`src/rtl/nonce_range_scheduler.sv`:
```
// nonce_range_scheduler
// Schedules one mining job across NUM_CORES replicated hashing cores. The job's
// inclusive nonce range is cut into equal per-core slices (the last core takes
// the remainder). Each core is started with a one-cycle core_reset pulse. The
// block follows each core's progress by counting hash_clk cycles, restarts a
// core just past any golden nonce it reports, and queues hits in a small
// result FIFO. job_done pulses once every core is exhausted and every captured
// hit has been handed to the FIFO.
//
// Ports
//   hash_clk, reset_n         clock; synchronous active-low reset
//   job_valid/job_ready       job handshake (ready only while idle)
//   job_midstate, job_data    work broadcast to all cores
//   job_nonce_min/max         inclusive nonce range of the job
//   abort                     drop the running job (FIFO contents are kept)
//   core_midstate/work_data   registered broadcast to the cores
//   core_nonce_min            per-core start nonce, core i in [32i+31:32i]
//   core_reset                per-core start/restart pulse
//   core_new_golden/nonce     per-core golden nonce report
//   res_valid/ready/nonce/core  result FIFO head
//   job_done                  one-cycle pulse on normal completion
//   res_overflow              sticky, set when a hit is dropped on a full FIFO
module nonce_range_scheduler #(
  parameter int NUM_CORES        = 4,
  parameter int CYCLES_PER_NONCE = 32,
  parameter int DRAIN_NONCES     = 3,
  parameter int RES_DEPTH        = 4
) (
  input  logic                      hash_clk,
  input  logic                      reset_n,
  input  logic                      job_valid,
  output logic                      job_ready,
  input  logic [255:0]              job_midstate,
  input  logic [95:0]               job_data,
  input  logic [31:0]               job_nonce_min,
  input  logic [31:0]               job_nonce_max,
  input  logic                      abort,
  output logic [255:0]              core_midstate,
  output logic [95:0]               core_work_data,
  output logic [32*NUM_CORES-1:0]   core_nonce_min,
  output logic [NUM_CORES-1:0]      core_reset,
  input  logic [NUM_CORES-1:0]      core_new_golden,
  input  logic [32*NUM_CORES-1:0]   core_golden_nonce,
  output logic                      res_valid,
  input  logic                      res_ready,
  output logic [31:0]               res_nonce,
  output logic [2:0]                res_core,
  output logic                      job_done,
  output logic                      res_overflow
);

  localparam int LOG2N = (NUM_CORES > 1) ? $clog2(NUM_CORES) : 0;
  localparam int PH_W  = (CYCLES_PER_NONCE > 1) ? $clog2(CYCLES_PER_NONCE) : 1;
  localparam int AW    = (RES_DEPTH > 1) ? $clog2(RES_DEPTH) : 1;
  localparam int CW    = $clog2(RES_DEPTH + 1);

  typedef enum logic [1:0] {IDLE, LOAD, RUN} state_t;

  state_t state, state_next;

  logic [255:0]         lat_midstate;
  logic [95:0]          lat_data;
  logic [31:0]          lat_min, lat_max;

  logic [NUM_CORES-1:0] core_active, pend_valid, hit_ok, ld_mask;
  logic [31:0]          slice_min  [NUM_CORES];
  logic [31:0]          slice_max  [NUM_CORES];
  logic [31:0]          pend_nonce [NUM_CORES];
  logic [33:0]          pos        [NUM_CORES];
  logic [PH_W-1:0]      phase      [NUM_CORES];
  logic [31:0]          golden     [NUM_CORES];
  logic [31:0]          ld_min     [NUM_CORES];
  logic [31:0]          ld_max     [NUM_CORES];
  logic [32:0]          slice;

  logic                 abort_now, finish_now;
  logic                 drain_valid, push, pop, push_ok, fifo_full;
  logic [2:0]           drain_idx;
  logic [31:0]          drain_nonce;

  logic [34:0]          fifo_mem [RES_DEPTH];
  logic [AW-1:0]        wr_ptr, rd_ptr;
  logic [CW-1:0]        fifo_count;

  assign job_ready = (state == IDLE);

  // State register.
  always_ff @(posedge hash_clk) begin
    if (!reset_n) state <= IDLE;
    else          state <= state_next;
  end

  // Next state. Completion waits until pending hits have also been drained so
  // that no result can still be in flight when job_done pulses.
  always_comb begin
    state_next = state;
    abort_now  = 1'b0;
    finish_now = 1'b0;
    case (state)
      IDLE: if (job_valid) state_next = LOAD;
      LOAD: begin
        if (abort) begin
          abort_now  = 1'b1;
          state_next = IDLE;
        end else begin
          state_next = RUN;
        end
      end
      RUN: begin
        if (abort) begin
          abort_now  = 1'b1;
          state_next = IDLE;
        end else if (core_active == '0 && pend_valid == '0) begin
          finish_now = 1'b1;
          state_next = IDLE;
        end
      end
      default: state_next = IDLE;
    endcase
  end

  // Slice split. The span needs 33 bits for a full 2^32 range. Truncating the
  // per-core bounds to 32 bits is exact because every bound lies in the range.
  always_comb begin
    slice = ({1'b0, lat_max} - {1'b0, lat_min} + 33'd1) >> LOG2N;
    for (int i = 0; i < NUM_CORES; i++) begin
      ld_min[i] = lat_min + 32'(i) * slice[31:0];
      ld_max[i] = ld_min[i] + slice[31:0] - 32'd1;
    end
    if (slice == '0) begin
      ld_mask   = NUM_CORES'(1);
      ld_max[0] = lat_max;
    end else begin
      ld_mask             = '1;
      ld_max[NUM_CORES-1] = lat_max;
    end
  end

  // Hit qualification and selection of the lowest-index pending hit. A stale
  // core keeps hashing after it is retired, so pulses from inactive cores or
  // outside a core's slice are ignored.
  always_comb begin
    drain_valid = 1'b0;
    drain_idx   = 3'd0;
    drain_nonce = 32'd0;
    for (int i = 0; i < NUM_CORES; i++) begin
      golden[i] = core_golden_nonce[32*i +: 32];
      hit_ok[i] = core_new_golden[i] && core_active[i] && !abort_now &&
                  golden[i] >= slice_min[i] && golden[i] <= slice_max[i];
    end
    for (int i = NUM_CORES - 1; i >= 0; i--) begin
      if (pend_valid[i]) begin
        drain_valid = 1'b1;
        drain_idx   = 3'(i);
        drain_nonce = pend_nonce[i];
      end
    end
    pop     = res_valid && res_ready;
    push    = drain_valid && !abort_now;
    push_ok = push && (!fifo_full || pop);
  end

  // Job latch, core broadcast, per-core progress tracking and pending hits.
  // A hit below the slice end restarts the core just past the golden nonce.
  // A hit exactly at the slice end retires the core.
  always_ff @(posedge hash_clk) begin
    if (!reset_n) begin
      lat_midstate   <= '0;
      lat_data       <= '0;
      lat_min        <= '0;
      lat_max        <= '0;
      core_midstate  <= '0;
      core_work_data <= '0;
      core_nonce_min <= '0;
      core_reset     <= '0;
      core_active    <= '0;
      pend_valid     <= '0;
      job_done       <= 1'b0;
      res_overflow   <= 1'b0;
      for (int i = 0; i < NUM_CORES; i++) begin
        slice_min[i]  <= '0;
        slice_max[i]  <= '0;
        pend_nonce[i] <= '0;
        pos[i]        <= '0;
        phase[i]      <= '0;
      end
    end else begin
      core_reset <= '0;
      job_done   <= finish_now;
      if (push && !push_ok) res_overflow <= 1'b1;

      if (state == IDLE && job_valid) begin
        lat_midstate <= job_midstate;
        lat_data     <= job_data;
        lat_min      <= job_nonce_min;
        lat_max      <= job_nonce_max;
      end

      if (state == LOAD && !abort_now) begin
        core_midstate  <= lat_midstate;
        core_work_data <= lat_data;
        core_active    <= ld_mask;
        core_reset     <= ld_mask;
        for (int i = 0; i < NUM_CORES; i++) begin
          core_nonce_min[32*i +: 32] <= ld_min[i];
          slice_min[i] <= ld_min[i];
          slice_max[i] <= ld_max[i];
          pos[i]       <= {2'b00, ld_min[i]};
          phase[i]     <= '0;
        end
      end

      if (abort_now) begin
        core_active <= '0;
      end else if (state == RUN) begin
        for (int i = 0; i < NUM_CORES; i++) begin
          if (hit_ok[i]) begin
            if (golden[i] < slice_max[i]) begin
              core_nonce_min[32*i +: 32] <= golden[i] + 32'd1;
              core_reset[i] <= 1'b1;
              pos[i]        <= {2'b00, golden[i]} + 34'd1;
              phase[i]      <= '0;
            end else begin
              core_active[i] <= 1'b0;
            end
          end else if (core_active[i]) begin
            if (phase[i] == PH_W'(CYCLES_PER_NONCE - 1)) begin
              phase[i] <= '0;
              pos[i]   <= pos[i] + 34'd1;
              if (pos[i] + 34'd1 > {2'b00, slice_max[i]} + 34'(DRAIN_NONCES))
                core_active[i] <= 1'b0;
            end else begin
              phase[i] <= phase[i] + PH_W'(1);
            end
          end
        end
      end

      if (abort_now) begin
        pend_valid <= '0;
      end else begin
        for (int i = 0; i < NUM_CORES; i++) begin
          if (hit_ok[i]) begin
            pend_valid[i] <= 1'b1;
            pend_nonce[i] <= golden[i];
          end else if (push && drain_idx == 3'(i)) begin
            pend_valid[i] <= 1'b0;
          end
        end
      end
    end
  end

  // Result FIFO pointers and occupancy.
  always_ff @(posedge hash_clk) begin
    if (!reset_n) begin
      wr_ptr     <= '0;
      rd_ptr     <= '0;
      fifo_count <= '0;
    end else begin
      if (push_ok) wr_ptr <= (wr_ptr == AW'(RES_DEPTH - 1)) ? '0 : wr_ptr + AW'(1);
      if (pop)     rd_ptr <= (rd_ptr == AW'(RES_DEPTH - 1)) ? '0 : rd_ptr + AW'(1);
      case ({push_ok, pop})
        2'b10:   fifo_count <= fifo_count + CW'(1);
        2'b01:   fifo_count <= fifo_count - CW'(1);
        default: fifo_count <= fifo_count;
      endcase
    end
  end

  // Result FIFO storage. The storage needs no reset because occupancy gates it.
  always_ff @(posedge hash_clk) begin
    if (push_ok) fifo_mem[wr_ptr] <= {drain_idx, drain_nonce};
  end

  assign fifo_full             = (fifo_count == CW'(RES_DEPTH));
  assign res_valid             = (fifo_count != '0);
  assign {res_core, res_nonce} = fifo_mem[rd_ptr];

endmodule
```
`config.mk`:
```
export PLATFORM = sky130hd
export DESIGN_NAME = nonce_range_scheduler
export DESIGN_NICKNAME = d
export VERILOG_FILES = /design/src/rtl/nonce_range_scheduler.sv
export SDC_FILE = /design/constraint.sdc
export NUM_CORES = 2
export LEC_CHECK = 0
export ABC_AREA = 0
export ABC_CLOCK_PERIOD_IN_PS = 8300
export BUFFER_PORTS_ARGS = -buffer_cell sky130_fd_sc_hd__buf_2
export CAP_MARGIN = 10
export CORE_AREA = 2 2 423 425
export DETAILED_ROUTE_END_ITERATION = 7
export DIE_AREA = 0 0 425 427
export PLACE_DENSITY_LB_ADDON = 0.2
export SLEW_MARGIN = 40
export SYNTH_ARGS = -nofsm -noshare
export SYNTH_HDL_FRONTEND = slang
export SYNTH_SLANG_ARGS = --single-unit
```
`constraint.sdc`:
```
create_clock -name hash_clk -period 8.3 [get_ports hash_clk]
set_clock_uncertainty 0.15 [all_clocks]
set_input_delay 0.415 -clock hash_clk [delete_from_list [all_inputs] [get_ports hash_clk]]
set_output_delay 0.415 -clock hash_clk [all_outputs]
set_load 0.02 [all_outputs]
```
# ---- After elaboration in Yosys (flattened, before gate mapping)
# Memory sizes are Yosys's and may differ from the RTL's. A register that Yosys moved wholly into a read port is not among the register bits.
# Index checks and enable logic that the tools add are counted.
dict set report classes {
  addsub 36
  magnitude_cmp 16
  n_eq_ne 16
  mul 1
  bitwise 42
  n_reduce_logical 46
  muxes 222
}
# op n
set op_table {}
lappend op_table {{$mux W32} 26}
lappend op_table {{$mux W34} 12}
lappend op_table {{$mux W128} 3}
lappend op_table {{$mux W1} 145}
lappend op_table {{$add A34 B1 Y34 const B} 4}
lappend op_table {{$gt A34 B33 Y1} 4}
lappend op_table {{$add A32 B1 Y33 const B} 4}
lappend op_table {{$add A32 B2 Y33 const B} 4}
lappend op_table {{$add A32 B1 Y32 const B} 4}
lappend op_table {{$add A32 B31 Y32} 4}
lappend op_table {{$ge A32 B32 Y1} 4}
lappend op_table {{$le A32 B32 Y1} 4}
lappend op_table {{$lt A32 B32 Y1} 4}
lappend op_table {{$sub A32 B1 Y32 const B} 4}
lappend op_table {{$mux W5} 16}
lappend op_table {{$add A32 B32 Y32} 2}
lappend op_table {{$or A1 B1 Y1} 40}
lappend op_table {{$add A33 B1 Y33 const B} 1}
lappend op_table {{$logic_not A33 Y1} 1}
lappend op_table {{$sub A32 B32 Y33} 1}
lappend op_table {{$mul A2 B31 Y32 const A} 1}
lappend op_table {{$logic_and A1 B1 Y1} 27}
lappend op_table {{$mux W4} 6}
lappend op_table {{$add A5 B1 Y5 const B} 4}
lappend op_table {{26 further kinds} 54}
dict set report word_totals {
  wordCells 404
  n_memories 6
  ff_bits 919
  mem_bits_rw 680
  output_inout_bits 523
  inputBits 553
}
# name words word_bits rd rd_clocked_by_memory_dff write_ports line
set mem_list {}
lappend mem_list {fifo_mem 4 35 1 1 1 81} ;# logic [34:0] fifo_mem [RES_DEPTH];
lappend mem_list {pos 4 34 4 0 4 69} ;# logic [33:0] pos [NUM_CORES];
lappend mem_list {pend_nonce 4 32 4 0 4 68} ;# logic [31:0] pend_nonce [NUM_CORES];
lappend mem_list {slice_max 4 32 4 0 4 67} ;# logic [31:0] slice_max [NUM_CORES];
lappend mem_list {slice_min 4 32 4 0 4 66} ;# logic [31:0] slice_min [NUM_CORES];
lappend mem_list {phase 4 5 4 0 4 70} ;# logic [PH_W-1:0] phase [NUM_CORES];

# ---- Longest topological paths before layout
dict set report depth {
  word_depth 15
  mapped_depth 40
  depth_no_buf 40
}

# ---- Least setup slack after synthesis
# OpenSTA, ideal clock, no wires.
dict set report synth_timing {
  kind {reg2reg}
  from {register lat_min[2]}
  to {memory slice_max[3][31], data pin}
  n_path_buf 0
  arrival_ps 7237
  slack_ps 643
  stages_incl_launch_ff 38
  period_less_slack_ps 7657
  setup_ps 270
  required_time_ps 7880
  cell_sequence {dfxtp_1 -> inv_1 -> ha_1 -> fa_1 -> a211oi_1 -> o211ai_1 -> a21oi_1 -> nor2b_1 -> o21ai_0 -> nand2b_1 -> xor2_1 -> inv_1 -> fa_1 -> inv_1 -> ha_1 -> and3_1 -> o311ai_0 -> a41oi_1 -> (+2 left out) -> a21oi_1 -> xnor2_1 -> inv_1 -> ha_1 -> inv_1 -> ha_1 -> nand3_1 -> nor2_1 -> nand2_1 -> or3_1 -> a31oi_1 -> nor2_1 -> o211ai_1 -> a21o_1 -> a21oi_1 -> xnor3_1 -> nand2b_1 -> a21oi_1}
}
# item line
set synth_lines {}
lappend synth_lines {{start: declaration} 63} ;# logic [31:0] lat_min, lat_max;
lappend synth_lines {{start signal: assignment} 195} ;# lat_min <= job_nonce_min;
lappend synth_lines {{end: declaration} 67}

==> impl_results.md <==
- Final setup fails: 0
- Setup_tns: 0 ns
- DR vias: 84600
- Reg clk slew, reported paths: 0.06 ns
- DR iter-0 viols: 8909
- Slew margin rel.: 37.6%
- Seq/Total Area, Yosys: 43.2%
- Worst EP arrival: 8.31 ns
- Final Hold Viols: 0
- Gpl congestion: 1.00
- Status: finished, final reports clean
- Initial antenna violation count: 54
- Ports: 1076
- Async set-or-reset flop fraction in the synthesized netlist: 0%
- Vias/cell: 5.89
- Hold Path Sink: core_active[1]
- Depth of the CTS H-tree: 4
- Worst-Margin Slew: 0.933 ns
- CP Max Fanout: 5
- Layout Cell Area excl Fill: 0.111 sq mm
- Min-Delay Path Depth: 5
- Largest net degree at the start of global routing: 209
- CTS max path bufs: 3
- Pleak: 47.4 nW
- RR Endpoint: slice_max[1][23]
- Max Fclk: 127 MHz
- Clock buffer count from CTS: 173
- Total Wirelength: 379000 um
- Drt pass-1 iters: 6
- Layout cell share with drive strength beyond 1: 15.0%
- Ys Warns: 0
- Tot GR Track Use: 40.2%
- Maximum ir drop on the vdd rail: 720 uV
- CORE AREA: 0.177 sq mm
- CTS sink cnt: 1596
- Cell row count: 155
- Hold path start: core_new_golden[1]
- Crit path time final: 7.88 ns
- Die Height: 427 um
- Ys flop type: dfxtp_1
- Wire per inst: 26.4 um
- Critical path required time: 8.72 ns
- HP Class: input port to register
- Max Cap Viol: 0
- Port buffer count: 1074
- CTS tree: done
- Die X: 425 um
- Cell area after synthesis: 0.0895 sq mm
- Crit end category: register
- Yosys reg bits: 1596
- Setup CP Type: register to register
- Yosys cell types: 90
- FF-to-FF path depth: 35
- Worst R2R Start: lat_min[2]
- Total gr overflow: 0
- Critical path's slowest cell: xnor2_1
- Syn nets: 11600
- Area growth syn-to-layout: 23.8%
- Initial Utilization: 50.5%
- DRC viols: 0
- Power, Total: 40.7 mW
- Number of global-route vias before repair: 80100
- Placed Area: 0.0984 sq mm
- Cells after Synth: 10200
- PD cells: 368 mW/mm^2
- Root Driver: clkbuf_16
- Clk_lat worst skew: 0.88 ns
- EDFF count, synth: 669
- Nets: 13200
- RSZ-0062 raised after global routing: true
- Antenna viol nets, final: 0
- Crit path top cell by count: ha_1
- Count of pins over their slew limit: 0
- Dpl hpwl: 289000 um
- Startpoint types: register
- Die area: 0.181 sq mm
- Final period util: 95.0%
- R2R Setup Slk: 0.42 ns
- Post-Syn Area per Cell: 8.75 sq um
- Crit-path max cell delay: 0.61 ns
- First-pass GRT wire length: 537000 um
==> worst max-delay path, delay by kind of cell (launching register included) <==
kind / cells / cell delay (ns)
AOI/OAI and AO/OA: 10 / 2.45
DFF: 1 / 0.33
adders and majority gates: 5 / 1.63
and+or+nand+nor: 11 / 1.27
buffers and inverters: 6 / 0.77
xor gates and xnor gates: 3 / 1.01
==> placed cells by master (no fill, tap or decap), drive strengths merged, types with 137 or more instances in the layout <==
| cell | count |
|---|---|
| nand4 | 156 |
| xor2 | 185 |
| buf | 1349 |
| a21oi | 1234 |
| nor2 | 665 |
| xnor2 | 411 |
| and3 | 137 |
| nand3 | 213 |
| o21ai | 347 |
| dlygate4sd3 | 568 |
| ha | 753 |
| dfxtp | 927 |
| clkbuf | 231 |
| nand2 | 2109 |
| inv | 602 |
| a21o | 238 |
| edfxtp | 669 |
==> how the worst max path moves through the flow <==
stage                      from                to  slack, ns  cells after the start
floorplan            lat_min[2]  slice_max[3][31]       0.64                     37
global placement     lat_min[2]  slice_max[3][31]       0.16                     33
detailed placement   lat_min[2]  slice_max[3][31]       0.11                     35
CTS                  lat_min[2]  slice_max[3][31]       0.05                     35
global route        lat_min[13]  slice_max[3][31]      -0.01                     31
finish               lat_min[2]  slice_max[1][23]       0.42                     35
==> kinds of logic after synthesis <==
family | synth area share, %
and+or+nand+nor | 18.2
muxes | 1.97
other | 0.00419
xor gates and xnor gates | 5.93
DFF | 43.2
AOI/OAI and AO/OA | 14.9
buffers and inverters | 4.53
adders and majority gates | 11.2
==> state kept, by name (all words and copies together), names as in the netlist, 2 cells and up, named ones only <==
register,cells
state,2
slice_min,127
lat_data,96
pos,136
phase,20
pend_nonce,128
slice_max,128
core_midstate,256
rd_ptr,2
lat_midstate,256
core_active,4
core_nonce_min,128
fifo_mem,136
fifo_count,3
lat_min,32
pend_valid,4
lat_max,32
core_reset,4
core_work_data,96
wr_ptr,2
==> metrics by stage <==
stage	setup WS [ns]	std cells	hold slack, ns	util [%]
floorplan	0.643	10200	0.282	-
global placement	0.158	13400	0.285	55.4
detailed placement	0.108	13400	0.291	55.5
CTS	0.0540	14300	0.0463	62.2
global route	-0.0135	14400	0.0935	62.4
finish	0.417	14400	0.101	62.5
==> where the power goes <==
group,internal (mW),switching [mW],leakage [nW]
combinational,9.14,14.1,30.0
clock,4.83,3.54,3.03
sequential,8.73,0.364,14.4
==> area by class of cell <==
class,count,area (sq um)
inverters,596,2260
repair buffers,1917,13400
clock inverters,93,1240
multi-input cells,7559,47200
clock buffers,231,4970
fillers,15100,66500
diodes,26,65.1
flip-flops and latches,1596,38700
well taps,2355,2950
==> routing by layer <==
metal	wire, um	GRT usage [%]	share of wire [%]	up-vias
met2	166000	61.1	44	4208
met1	150000	51.7	40	40800
met5	519	1.40	0.14	-
met3	36500	10.1	9.6	938
met4	25600	23.8	6.8	24
li1	-	-	-	38600
==> what timing repair did <==
item,in CTS,in global routing
hold endpoints to repair,700,0
resized for setup,0,42
buffers inserted,0,2
setup endpoints to repair,0,12
hold buffers,568,0
==> synth_stat cells (all sizes together), types with 43 or more instances <==
cell    count  area, sq um
o211ai     43          323
nand2    2109         7920
nand2b     54          338
xor2      185         1620
a211oi    119          893
mux2i      93          931
clkbuf    435         1630
and2      124          777
nor3      125          626
o21ai     347         1740
a21o      238         1790
buf        43          179
nor2b      54          338
xnor2     411         3620
nand3     213         1070
ha        753         9420
a21oi    1234         6190
dfxtp     927        18600
inv       594         2230
and3      137          857
nor2      665         2500
edfxtp    669        20100
nand4     156          976
Power figures use the tool's default switching activity.
